**config.mk**
```make
export PLATFORM = sky130hd
export DESIGN_NAME = bt_timer_apb_slv
export DESIGN_NICKNAME = d
export VERILOG_FILES = /design/src/rtl/bt_timer_apb_slv.sv
export SDC_FILE = /design/constraint.sdc
export NUM_CORES = 1
export LEC_CHECK = 0
export CAP_MARGIN = 20
export CORE_MARGIN = 3
export CORE_UTILIZATION = 45
export DETAILED_ROUTE_END_ITERATION = 6
export PLACE_DENSITY = 0.67
export RECOVER_POWER = 25
export SLEW_MARGIN = 20
export SYNTH_ARGS = -nofsm -noshare
export SYNTH_HDL_FRONTEND = slang
export SYNTH_SLANG_ARGS = --single-unit
```
**constraint.sdc**
```tcl
create_clock -name pclkg -period 3.9 [get_ports pclkg]
set_clock_uncertainty 0.15 [all_clocks]
set_input_delay 1.17 -clock pclkg [delete_from_list [all_inputs] [get_ports pclkg]]
set_output_delay 1.17 -clock pclkg [all_outputs]
set_load 0.01 [all_outputs]
```
**src/rtl/bt_timer_apb_slv.sv**
```systemverilog
// bt_timer_apb_slv: APB slave wrapping a prescaled 32-bit down-counting timer.
//
// Ports:
//   pclkg            sole clock, rising edge
//   presetn          asynchronous active-low reset
//   psel/penable     APB select / access phase
//   pwrite           1 = write, 0 = read
//   paddr[11:2]      word address
//   pwdata[31:0]     write data
//   prdata[31:0]     read data, non-zero only in the read completion cycle
//   pready           low only in the first access cycle of a read
//   pslverr          high in the completing cycle of an unmapped access
//   timer_irq        registered level interrupt (IRQF & IRQEN)
//
// Register map (byte offset):
//   0x000 CTRL      {ONESHOT, IRQEN, EN}
//   0x004 VALUE
//   0x008 RELOAD
//   0x00C INTSTATUS {IRQF}, write-1-to-clear
//   0x010 PRESCALE
//
// Read FSM:
//   state   | meaning
//   IDLE    | no read outstanding, pready=1
//   RD_PEND | read data captured, completing the transfer this cycle
module bt_timer_apb_slv #(
    parameter int PRESCALE_W = 8
) (
    input  logic        pclkg,
    input  logic        presetn,
    input  logic        psel,
    input  logic        penable,
    input  logic        pwrite,
    input  logic [11:2] paddr,
    input  logic [31:0] pwdata,
    output logic [31:0] prdata,
    output logic        pready,
    output logic        pslverr,
    output logic        timer_irq
);

    typedef enum logic {IDLE, RD_PEND} state_t;

    state_t                state;
    logic [31:0]           rd_buf;
    logic                  rd_err;

    logic                  ctrl_en;
    logic                  ctrl_irqen;
    logic                  ctrl_oneshot;
    logic                  irqf;
    logic [31:0]           value;
    logic [31:0]           reload;
    logic [PRESCALE_W-1:0] prescale;
    logic [PRESCALE_W-1:0] pre_cnt;

    logic                  wr_acc;
    logic                  rd_start;
    logic                  addr_bad;
    logic                  tick;
    logic                  expire;
    logic [31:0]           rd_mux;

    assign wr_acc   = psel & penable & pwrite;
    assign rd_start = (state == IDLE) & psel & penable & ~pwrite;
    assign addr_bad = (paddr > 10'd4);
    assign tick     = ctrl_en & (pre_cnt == prescale);
    assign expire   = tick & (value == 32'd0);

    always_comb begin
        rd_mux = 32'd0;
        case (paddr)
            10'd0:   rd_mux = {29'd0, ctrl_oneshot, ctrl_irqen, ctrl_en};
            10'd1:   rd_mux = value;
            10'd2:   rd_mux = reload;
            10'd3:   rd_mux = {31'd0, irqf};
            10'd4:   rd_mux = {{(32-PRESCALE_W){1'b0}}, prescale};
            default: rd_mux = 32'd0;
        endcase
    end

    always_ff @(posedge pclkg or negedge presetn) begin
        if (!presetn) begin
            state  <= IDLE;
            rd_buf <= 32'd0;
            rd_err <= 1'b0;
        end else begin
            case (state)
                IDLE: begin
                    if (rd_start) begin
                        state  <= RD_PEND;
                        rd_buf <= addr_bad ? 32'd0 : rd_mux;
                        rd_err <= addr_bad;
                    end
                end
                RD_PEND: begin
                    state  <= IDLE;
                    rd_buf <= 32'd0;
                    rd_err <= 1'b0;
                end
                default: state <= IDLE;
            endcase
        end
    end

    // A master that drops psel during the pending cycle sees an empty, error-free completion.
    assign pready  = ~rd_start;
    assign prdata  = ((state == RD_PEND) && psel) ? rd_buf : 32'd0;
    assign pslverr = (state == RD_PEND) ? (psel & rd_err) : (wr_acc & addr_bad);

    always_ff @(posedge pclkg or negedge presetn) begin
        if (!presetn) begin
            pre_cnt      <= '0;
            prescale     <= '0;
            value        <= 32'd0;
            reload       <= 32'd0;
            ctrl_en      <= 1'b0;
            ctrl_irqen   <= 1'b0;
            ctrl_oneshot <= 1'b0;
            irqf         <= 1'b0;
            timer_irq    <= 1'b0;
        end else begin
            if (!ctrl_en || tick) begin
                pre_cnt <= '0;
            end else begin
                pre_cnt <= pre_cnt + PRESCALE_W'(1);
            end

            // Bus writes take priority over the timer's own updates in the same cycle.
            if (wr_acc && paddr == 10'd1) begin
                value <= pwdata;
            end else if (tick) begin
                if (value != 32'd0) begin
                    value <= value - 32'd1;
                end else if (!ctrl_oneshot) begin
                    value <= reload;
                end
            end

            if (wr_acc && paddr == 10'd0) begin
                ctrl_en      <= pwdata[0];
                ctrl_irqen   <= pwdata[1];
                ctrl_oneshot <= pwdata[2];
            end else if (expire && ctrl_oneshot) begin
                ctrl_en <= 1'b0;
            end

            if (wr_acc && paddr == 10'd2) begin
                reload <= pwdata;
            end

            if (wr_acc && paddr == 10'd4) begin
                prescale <= pwdata[PRESCALE_W-1:0];
            end

            // A new expiry outranks a simultaneous clear so no event is lost.
            if (expire) begin
                irqf <= 1'b1;
            end else if (wr_acc && paddr == 10'd3 && pwdata[0]) begin
                irqf <= 1'b0;
            end

            timer_irq <= irqf & ctrl_irqen;
        end
    end

endmodule

```
==> run metrics <==
wire per inst 19.70 um; 1st-iter DRT viols 482; core area 13990 um2; vias per std cell 6.099; Die W 125.9 um; GRT Residual Overflow 0; Pwr Total 0.003990 W; Leak 3.601 nW; Total Routing Usage GR 24.43%; CTS root buffer clkbuf_16; Die H 125.9 um; cell taking the most area after synthesis dfrtp_1; Final Hold Fails 0; Post-Synthesis Net Count 739; VDD IR max 219.4 uV; DRT Pass-1 Iters 6; Critical Path AT 2510 ps; Hold Buf Count CTS 0; drt total wl 19.15 mm; min-delay worst type reg -> reg; final-stage net count 829; Cell Area, Placed 7632 um2; initial antenna violation count 0; Reg2Reg Depth 7; status finished with violations; Setup TNS 0 ps; worst setup path category in -> out; Synth Area per Inst 9.383 um2; FF+latch count, synth 119; Std-Cell Rows 43; fmax 260.8 MHz; n_diodes 0; later-pin clock latency in the skew report 420 ps; clk sinks 119; vias in the first global route 6027; routed via count 5928; count of final max-slew check failures 41; top post-synthesis cells by area dfrtp_1 (46%), mux2_2 (7.1%), nand2_1 (4.5%); pin count of the biggest net entering global routing 54; htree depth 4; Syn-to-layout area delta 28.16%; FF-to-FF End value[10]; layout cells sized above 1 16.79%; fin crit share 98.30%; Post-synth ARST share 100.0%; top_reg_cell synth dfrtp_1; Clk pin slew, worst setup/hold paths 50 ps; Inserted Clock Buffers 17; FF-to-FF Start value[16]; # DRC 0; CP Data Required Time 2580 ps; fin area 8285 um2; sequential fraction of the synthesis area 46.06%; actual slew at the worst max-slew pin 2122 ps; most common cell after layout, fill and taps aside dfrtp_1; Placer Congestion 0.8940; final core utilization 59.23%; # Max-Cap Violations 1; R2R setup slack 590 ps; Setup crit end kind output pin; endpoints failing setup 0; area taken by multi-input logic gates 3299 um2; power per cell area 481.5 nW/um2; number of top-level pins 82; worst hold stages 2; Clock Path Buffers 2; Starting Density 46.22%; Cell variety after synth 60; fin crit period 3834 ps; violated checks capacitance limit, slew limit; antenna-violating nets left 0; critical path startpoint category primary input; Cell Area, Synth 6465 um2; Die Area 15840 um2; IO buf count 81; Hold Crit Start rd_buf[31]; Max-slew headroom -41.45%; first-pass GRT wire length 31.15 mm; commonest cells after routing, fill and taps aside dfrtp_1 (119), nand2_1 (78), clkdlybuf4s50_1 (78); Reg area 2978 um2; crit path max fanout 2; Ys Warns 0; Worst Hold Endpoint rd_buf[31]; CTS tree built; Fill cells 1197; post-synthesis cell count 689; Post-synth EDFFs 0; Yosys top cell area share 46.06%; HPWL after DPL 12.92 mm
-- cell type report --
| type | instances | area share, % |
|---|---|---|
| Multi-Input combinational cell | 516 | 39.82 |
| Sequential cell | 119 | 35.94 |
| Timing Repair Buffer | 119 | 13.42 |
| Clock buffer | 23 | 5.769 |
| Tap cell | 180 | 2.718 |
| Clock inverter | 9 | 2.054 |
| Inverter | 6 | 0.2718 |
-- what timing repair did --
item                                    4_1_cts  5_1_grt
hold endpoints to repair                      0        0
pin swaps                                     0        1
setup buffers                                 0        2
gates resized for setup                       4        0
endpoints found under the setup margin       34        1
-- cell families after synthesis --
logic type / Yosys count / synth area share, %
AOI/OAI and AO/OA: 181 / 17.65
xor gates and xnor gates: 26 / 3.522
adders and majority gates: 3 / 0.5807
buffers and inverters: 54 / 3.426
DFF: 119 / 46.06
muxes: 43 / 7.645
and+or+nand+nor: 263 / 21.12
-- state kept, by name, summed over array words and instances, names as in the netlist --
signal,count
rd_err,1
value,32
pre_cnt,8
timer_irq,1
rd_buf,32
ctrl_irqen,1
prescale,8
irqf,1
ctrl_en,1
ctrl_oneshot,1
reload,32
state,1
-- worst max path at each step --
stage                         from      end  slack [ps]  cells past startpoint
after floorplan           paddr[2]  pslverr         580                      4
after global placement    paddr[6]  pslverr        -180                      6
after detailed placement  paddr[6]  pslverr        -240                      6
after CTS                 paddr[6]  pslverr          20                      6
after global routing      paddr[6]  pslverr         -10                      6
final                     paddr[6]  pslverr          70                      6
-- worst max-delay path, stage by stage --
cell	delay (ps)
clkdlybuf4s50_1	400
nor4_1	270
nand2_1	130
a21oi_2	140
o31ai_1	90
dlygate4sd2_1	320
-- synthesized netlist by cell type, types with 7 or more instances --
cell and n:
dfrtp_1 119, nand2_1 78, o21ai_0 54, mux2_2 41, clkbuf_1 40, nor2_1 40
and3_1 38, a21oi_1 35, a22oi_1 27, nor3_1 23, xor2_1 19, nand3_1 16
nor4_1 16, or3_1 12, a31oi_1 9, o21ai_1 9, a21o_1 7, or2_2 7
xnor2_1 7
-- power by group --
group,total (W),switching [W],internal [W]
registers,0.00150,0.000163,0.00134
clock network,0.00172,0.000544,0.00118
logic,0.000767,0.000469,0.000298
total,0.00399,0.00118,0.00281
-- per-stage QoR --
| step | instances | hold WS [ps] | worst slack, ps |
|---|---|---|---|
| floorplan | 689 | 292.2 | 578.0 |
| global placement | 938 | 305.9 | -183.3 |
| detailed placement | 938 | 315.8 | -236.0 |
| CTS | 970 | 328.0 | 18.14 |
| global route | 972 | 354.8 | -10.48 |
| finish | 972 | 320.9 | 66.31 |
-- per-layer routing --
layer / vias to the layer above / part of all wire, % / track usage (%)
met4: 0 / 1.9 / 8.833
met2: 202 / 47 / 39.02
met3: 29 / 5.9 / 5.259
li1: 2721 / - / -
met5: - / 0 / 0
met1: 2976 / 45 / 33.07
No activity file was read; power rests on OpenSTA's default activity.
